===== src/rtl/nxs_nonce_reporter.sv =====
// Nonce reporter: captures candidate nonces from parallel hash cores, queues them,
// and streams each one as a 9-byte frame (header + little-endian nonce) to a UART.
module nxs_nonce_reporter #(
  parameter int          HASHERS    = 1,
  parameter int          FIFO_DEPTH = 8,
  parameter logic [7:0]  FRAME_HDR  = 8'hA5
) (
  input  logic                          clk,
  input  logic                          nHashRst,
  input  logic [HASHERS-1:0]            GoodNonceFound,
  input  logic [64*HASHERS-1:0]         NonceOut,
  output logic [7:0]                    TxByte,
  output logic                          TxValid,
  input  logic                          TxReady,
  output logic [$clog2(FIFO_DEPTH):0]   FifoCount,
  output logic                          Overflow
);

  localparam int AW = $clog2(FIFO_DEPTH);
  localparam int CW = AW + 1;

  typedef enum logic [1:0] {S_IDLE, S_HDR, S_DATA} state_t;

  logic [HASHERS-1:0]    r_strobe_p0;
  logic [64*HASHERS-1:0] r_nonce_p0;
  logic [HASHERS-1:0]    r_pend_p1;
  logic [63:0]           r_hold_p1 [HASHERS];
  logic                  r_ovf;

  logic [63:0]           r_mem [FIFO_DEPTH];
  logic [AW-1:0]         r_wr_ptr;
  logic [AW-1:0]         r_rd_ptr;
  logic [CW-1:0]         r_count;

  state_t                r_state;
  logic [63:0]           r_shift;
  logic [2:0]            r_bcnt;
  logic [7:0]            r_tx_byte;
  logic                  r_tx_vld;

  logic [HASHERS-1:0]    w_onehot;
  logic [HASHERS-1:0]    w_drain;
  logic [63:0]           w_wdata;
  logic                  w_any;
  logic                  w_pop;
  logic                  w_push;
  logic                  w_accept;

  assign w_pop    = (r_state == S_IDLE) && (r_count != '0);
  assign w_push   = w_any && ((r_count < CW'(FIFO_DEPTH)) || w_pop);
  assign w_drain  = w_push ? w_onehot : '0;
  assign w_accept = r_tx_vld && TxReady;

  // Fixed-priority pick of the lowest-index pending core
  always_comb begin
    w_onehot = '0;
    w_wdata  = '0;
    w_any    = 1'b0;
    for (int i = 0; i < HASHERS; i++) begin
      if (r_pend_p1[i] && !w_any) begin
        w_onehot[i] = 1'b1;
        w_wdata     = r_hold_p1[i];
        w_any       = 1'b1;
      end
    end
  end

  // ---- p0: input register / p1: per-core holding register ----
  always_ff @(posedge clk) begin
    if (!nHashRst) begin
      r_strobe_p0 <= '0;
      r_pend_p1   <= '0;
      r_ovf       <= 1'b0;
    end else begin
      r_strobe_p0 <= GoodNonceFound;
      for (int i = 0; i < HASHERS; i++) begin
        if (r_strobe_p0[i]) begin
          if (!r_pend_p1[i] || w_drain[i]) r_pend_p1[i] <= 1'b1;
          else                             r_ovf        <= 1'b1;
        end else if (w_drain[i]) begin
          r_pend_p1[i] <= 1'b0;
        end
      end
    end
  end

  always_ff @(posedge clk) begin
    r_nonce_p0 <= NonceOut;
    for (int i = 0; i < HASHERS; i++) begin
      if (r_strobe_p0[i] && (!r_pend_p1[i] || w_drain[i]))
        r_hold_p1[i] <= r_nonce_p0[64*i +: 64];
    end
  end

  // ---- p2: FIFO ----
  always_ff @(posedge clk) begin
    if (!nHashRst) begin
      r_wr_ptr <= '0;
      r_rd_ptr <= '0;
      r_count  <= '0;
    end else begin
      if (w_push) r_wr_ptr <= r_wr_ptr + 1'b1;
      if (w_pop)  r_rd_ptr <= r_rd_ptr + 1'b1;
      case ({w_push, w_pop})
        2'b10:   r_count <= r_count + 1'b1;
        2'b01:   r_count <= r_count - 1'b1;
        default: r_count <= r_count;
      endcase
    end
  end

  always_ff @(posedge clk) begin
    if (w_push) r_mem[r_wr_ptr] <= w_wdata;
  end

  // ---- p3: frame serializer ----
  always_ff @(posedge clk) begin
    if (!nHashRst) begin
      r_state   <= S_IDLE;
      r_bcnt    <= '0;
      r_tx_byte <= '0;
      r_tx_vld  <= 1'b0;
    end else begin
      case (r_state)
        S_IDLE: begin
          if (w_pop) begin
            r_tx_byte <= FRAME_HDR;
            r_tx_vld  <= 1'b1;
            r_state   <= S_HDR;
          end
        end
        S_HDR: begin
          if (w_accept) begin
            r_tx_byte <= r_shift[7:0];
            r_bcnt    <= '0;
            r_state   <= S_DATA;
          end
        end
        S_DATA: begin
          if (w_accept) begin
            if (r_bcnt == 3'd7) begin
              r_tx_vld <= 1'b0;
              r_state  <= S_IDLE;
            end else begin
              r_bcnt    <= r_bcnt + 1'b1;
              r_tx_byte <= r_shift[7:0];
            end
          end
        end
        default: r_state <= S_IDLE;
      endcase
    end
  end

  // Shift register always presents the next byte to send in bits [7:0]
  always_ff @(posedge clk) begin
    if (w_pop)                           r_shift <= r_mem[r_rd_ptr];
    else if (w_accept && r_state != S_IDLE) r_shift <= r_shift >> 8;
  end

  assign TxByte    = r_tx_byte;
  assign TxValid   = r_tx_vld;
  assign FifoCount = r_count;
  assign Overflow  = r_ovf;

endmodule

===== config.mk =====
export PLATFORM = sky130hd
export DESIGN_NAME = nxs_nonce_reporter
export DESIGN_NICKNAME = d
export VERILOG_FILES = /design/src/rtl/nxs_nonce_reporter.sv
export SDC_FILE = /design/constraint.sdc
export NUM_CORES = 1
export LEC_CHECK = 0
export ABC_AREA = 1
export CAP_MARGIN = 30
export CORE_MARGIN = 4
export CORE_UTILIZATION = 59
export CTS_BUF_LIST = sky130_fd_sc_hd__clkbuf_2 sky130_fd_sc_hd__clkbuf_4 sky130_fd_sc_hd__clkbuf_8
export DETAILED_ROUTE_END_ITERATION = 7
export DONT_BUFFER_PORTS = 1
export PLACE_DENSITY = 0.75
export RECOVER_POWER = 25
export SLEW_MARGIN = 40
export SYNTH_ARGS = -nofsm -noshare
export SYNTH_HDL_FRONTEND = slang
export SYNTH_SLANG_ARGS = --single-unit

===== constraint.sdc =====
create_clock -name clk -period 9.1 [get_ports clk]
set_input_delay 1.365 -clock clk [delete_from_list [all_inputs] [get_ports clk]]
set_output_delay 1.365 -clock clk [all_outputs]
set_load 0.05 [all_outputs]

After elaboration in Yosys (flattened, before gate mapping)

Memory sizes are Yosys's and may differ from the RTL's. A register that Yosys moved wholly into a read port is not among the register bits.
Cells that the tools add are included.

Bitwise gates (word level): 1
Eq/ne operators: 11
$add $sub $neg: 5
Muxes and demuxes: 33
Reduce and logical (&&, ||, !) cells: 23
Order comparisons: 1

Operators with widths:

| cell                  | count |
|---|---|
| $mux W64              | 3 |
| $mux W8               | 4 |
| $pmux W8 S3           | 1 |
| $mux W3               | 5 |
| $mux W1               | 12 |
| $reduce_and A4 Y1     | 3 |
| $reduce_bool A2 Y1    | 6 |
| $ne A2 B2 Y1 const B  | 5 |
| $add A3 B1 Y3 const B | 3 |
| $mux W2               | 4 |
| $pmux W4 S2           | 1 |
| $pmux W2 S3           | 1 |
| $pmux W3 S2           | 1 |
| $logic_and A1 B1 Y1   | 5 |
| $reduce_and A5 Y1     | 1 |
| $add A4 B1 Y4 const B | 1 |
| $eq A2 B1 Y1 const B  | 2 |
| $eq A2 B2 Y1 const B  | 2 |
| $lt A4 B4 Y1 const B  | 1 |
| $reduce_and A2 Y1     | 2 |
| $reduce_bool A4 Y1    | 1 |
| $sub A4 B1 Y4 const B | 1 |
| $eq A3 B3 Y1 const B  | 1 |
| $reduce_bool A3 Y1    | 1 |
| 6 further kinds       | 7 |

Output and inout bits: 14
Input bits: 68
Register bits: 155
Memories kept: 2
Word-level logic and storage cells: 88
Bits in writable memories: 576

Memories:

| name      | words | width | rd ports | clocked after Yosys merged registers in | wr ports | RTL line | text |
|---|---|---|---|---|---|---|---|
| r_mem     | 8     | 64    | 1        | 1                                       | 1        | 30       | `logic [63:0] r_mem [FIFO_DEPTH];` |
| r_hold_p1 | 1     | 64    | 1        | 0                                       | 1        | 27       | `logic [63:0] r_hold_p1 [HASHERS];` |

Longest topological paths before layout

Depth after elaboration: 9
Gate-level depth with buffers: 15
Gate-level depth less buffers: 15

Worst setup path after synthesis

Ideal clock, no wire load.

Path type: input port to flip-flop
From: input TxReady
To: register r_shift[0] (enable)
Required time: 8,525 ps
Setup time: 575 ps
Setup slack: 2,527 ps
Stages: 2
Arrival: 5,998 ps
Path buffers: 0
Cells stage by stage: nand2_1 o21ai_0

Longest elaborated chain between the ends: 3

Ends and longest elaborated chain:

| element                             | RTL line | text |
|---|---|---|
| start, declared                     | 14       | `input logic TxReady,` |
| $logic_and A1 B1 Y1                 | 52       | `assign w_accept = r_tx_vld && TxReady;` |
| $logic_and A1 B1 Y1                 | 158      | `else if (w_accept && r_state != S_IDLE) r_shift <= r_shift >> 8;` |
| $reduce_bool A2 Y1 (no source line) | -        |  |
| end signal, assigned                | 157      | `if (w_pop) r_shift <= r_mem[r_rd_ptr];` |
| end signal, assigned                | 158      |  |
| end, declared                       | 36       | `logic [63:0] r_shift;` |

Every way passes these cells.
A chain may end at the register's enable or synchronous reset.

Final worst setup path

From: register r_pend_p1
To: memory r_hold_p1[0][1] (enable)

Longest elaborated chain between the ends: 7
Elaborated cells between the ends (all ways): 8
Classes of those cells: mux: 4; reduce/logical: 4

Ends and longest elaborated chain:

| element                           | RTL line | text |
|---|---|---|
| start, declared                   | 26       | `logic [HASHERS-1:0] r_pend_p1;` |
| start signal, assigned            | 72       | `r_pend_p1 <= '0;` |
| start signal, assigned by index   | 81       | `r_pend_p1[i] <= 1'b0;` |
| $mux W1                           | 60       | `if (r_pend_p1[i] && !w_any) begin` |
| $logic_and A1 B1 Y1               | 50       | `assign w_push = w_any && ((r_count < CW'(FIFO_DEPTH)) \|\| w_pop);` |
| $mux W1                           | 51       | `assign w_drain = w_push ? w_onehot : '0;` |
| $logic_or A1 B1 Y1 (*)            | 90       | `if (r_strobe_p0[i] && (!r_pend_p1[i] \|\| w_drain[i]))` |
| $logic_and A1 B1 Y1 (*)           | 90       |  |
| $mux W1 (*)                       | 90       |  |
| $mux W1 (implied by the code) (*) | 91       | `r_hold_p1[i] <= r_nonce_p0[64*i +: 64];` |
| end, declared                     | 27       |  |

Mark *: on every way between the ends. The rest lies on a longest branch, timed or not.

==> flow_summary.yaml <==
status:
  status: "complete, but fails checks"
  violations: "capacitance limit, slew limit"
placed_design:
  dpl_cell_area_sq_um: 27990
  pre_cts_slack_ns: 5.793
  gp_congestion: 0.8021
  port_buffers: 0
  dpl.hpwl_microns: 28280
  place_inst: 2612
floorplanning:
  initial_utilization: 0.6019
  fp.coreArea_sq_um: 45670
  dieArea_sq_um: 50110
  rows: 78
  dieHeight_microns: 223.9
  die_x_microns: 223.9
  ios: 82
worst_hold_path:
  min_path_type: "flop to flop"
finish:
  fill_cells: 3160
  final_cells: 2826
  drive_gt1_frac: 0.1115
  final_area_sq_um: 30460
  nets: 2205
  multi_input_area_sq_um: 5373
  regArea_sq_um: 21110
  fin_util: 0.6669
  syn_to_final_growth_pct: 10.80
logic_synthesis:
  synth_ff_type: "edfxtp_1"
  yosys_warnings: 0
  synth_area_leaders: "edfxtp_1, dfxtp_1, nor2_1, o21ai_0, nand2_1"
  synthArstFlopShare: 0
  syn_nets: 2188
  synthDistinctLibCells: 29
  yosysMostFrequentCell: "edfxtp_1"
  netlist.top_cell.by_area: "edfxtp_1"
  syn-cell-area_sq_um: 27490
  ys_ff_latch: 734
  yosysTopAreaCellShare: 0.6991
  synth-edff-count: 640
  postSynthCellCount: 2110
  synth_top_cells_by_count: "edfxtp_1, nor2_1, o21ai_0"
  syn_area_per_cell_sq_um: 13.03
  ys_seq_area_frac: 0.7676
clock_network:
  postCtsHoldBufs: 0
  clock_latency_ns: 0.70
  postCtsSetupRepairBufs: 0
  clock_sinks: 734
  cts_htree_levels: 3
  cts-root-buf: "clkbuf_8"
  clockBufferDepth: 3
  cts_tree: "yes"
  cts.clk_slew.worst_paths_ns: 0.06
  cts_resized: 0
  cts_buffers: 113
grt:
  antenna_found_initial: 1
  grt_pass1_wl_microns: 87530
  overflow: 0
  grt_usage: 0.2236
  grt_pass1_vias: 16220
  grt_max_degree: 122
setup_path:
  path_delay_family: "buffers and inverters"
  cp.arrival_ns: 4.97
  cp.required_ns: 9.49
  crit_path_start_kind: "flop"
  cpPeakStageDelay_ns: 2.57
  slowest_stage: "clkbuf_1"
  critical_path_buf_inv_count: 3
  path_class: "flop to flop"
  crit_fanout: 66
  crit_chain: "clkbuf_1 -> nand3_1 -> nand2_1 -> inv_2 -> buf_4"
  worst_setup_path_end_kind: "flop"
route:
  drt_iter0_drc: 1700
  wirelength_microns: 56840
  dr.pass1.iters: 5
  postRouteAntennaNets: 0
  vias_per_cell: 5.780
  via_count: 16330
  wl_per_cell_microns: 20.11
  drc_errors: 0
pwr:
  p_leak_nw: 11.43
  power_mw: 9.088
  ir_drop_v: 0.0003494
  p_per_area_nw_per_um2: 298.4
sta:
  tightest_slew_ns: 3.669
  holdWs_ns: 0.3882
  hold_viol_final: 0
  post-route-period-util: 0.5032
  rsz0062_at_grt: "false"
  period_minus_slack_ns: 4.579
  timing.fmax_ghz: 0.2184
  finClkSkew_ns: 0.02544
  drv_slew: 67
  setup_violations: 0
  fin_tns_setup_ns: 0
  max_slew_margin: -1.446
  fin_ws_ns: 4.521
flow_run:
  drv_cap: 1
==> area by class of cell <==
type / count / share of cell area
timing repair buffer: 23 / 0.008832
clock inverter: 28 / 0.006860
clock buffer: 185 / 0.07415
antenna: 1 / 0.00008216
tap: 600 / 0.02465
inverter: 128 / 0.01602
sequential: 734 / 0.6930
multi-input combinational: 1127 / 0.1764
==> where the power goes <==
group	internal (mW)	total (mW)	switching, mW
combinational	0.564	1.98	1.42
sequential	4.05	4.26	0.219
clock	1.63	2.84	1.22
==> per-layer routing <==
metal,share of wire,GRT usage,vias up
li1,-,-,7527
met1,0.41,0.2977,7996
met2,0.49,0.3695,690
met3,0.075,0.04285,120
met4,0.030,0.08928,0
met5,0,0,-
==> cells in the final DEF, fill, tap and decap left out, types with 2 or more instances in the layout <==
master / netlist / routed
nor2_4: 0 / 8
buf_16: 0 / 2
xnor2_1: 2 / 2
clkbuf_4: 0 / 46
o22ai_1: 9 / 9
dfxtp_4: 0 / 2
buf_4: 9 / 7
nand2_1: 231 / 230
nor2_1: 355 / 347
buf_6: 10 / 11
edfxtp_1: 640 / 640
o21ai_0: 239 / 238
o211ai_1: 112 / 112
inv_1: 125 / 123
o21ai_1: 42 / 42
dfxtp_1: 94 / 91
clkinvlp_4: 0 / 4
clkinv_2: 0 / 15
clkbuf_8: 0 / 140
nand3_1: 66 / 66
a21oi_1: 53 / 53
bufinv_16: 0 / 2
ha_1: 10 / 10
clkinv_1: 0 / 7
inv_2: 3 / 2
==> kinds of logic after synthesis <==
group                      share of synthesized area
and+or+nand+nor                              0.09321
DFF                                           0.7676
xor gates and xnor gates                   0.0009560
buffers and inverters                        0.03969
adders and majority gates                   0.004551
AOI/OAI and AO/OA                            0.09403
==> path summary, 6_finish.rpt <==
path                       to  cells past startpoint           start  slack, ns
min reg2reg  r_hold_p1[0][16]                      0  r_nonce_p0[16]       0.39
max           r_hold_p1[0][1]                      5       r_pend_p1       4.52
min          r_hold_p1[0][16]                      0  r_nonce_p0[16]       0.39
max reg2reg   r_hold_p1[0][1]                      5       r_pend_p1       4.52
==> registers in the layout, summed over array words and instances (netlist names), named ones only <==
signal / cells
FifoCount: 4
Overflow: 1
TxByte: 8
TxValid: 1
r_bcnt: 3
r_hold_p1: 64
r_mem: 512
r_nonce_p0: 64
r_pend_p1: 1
r_rd_ptr: 3
r_shift: 64
r_state: 2
r_strobe_p0: 1
r_wr_ptr: 3
Note: power is estimated with default switching activity, not from simulation.
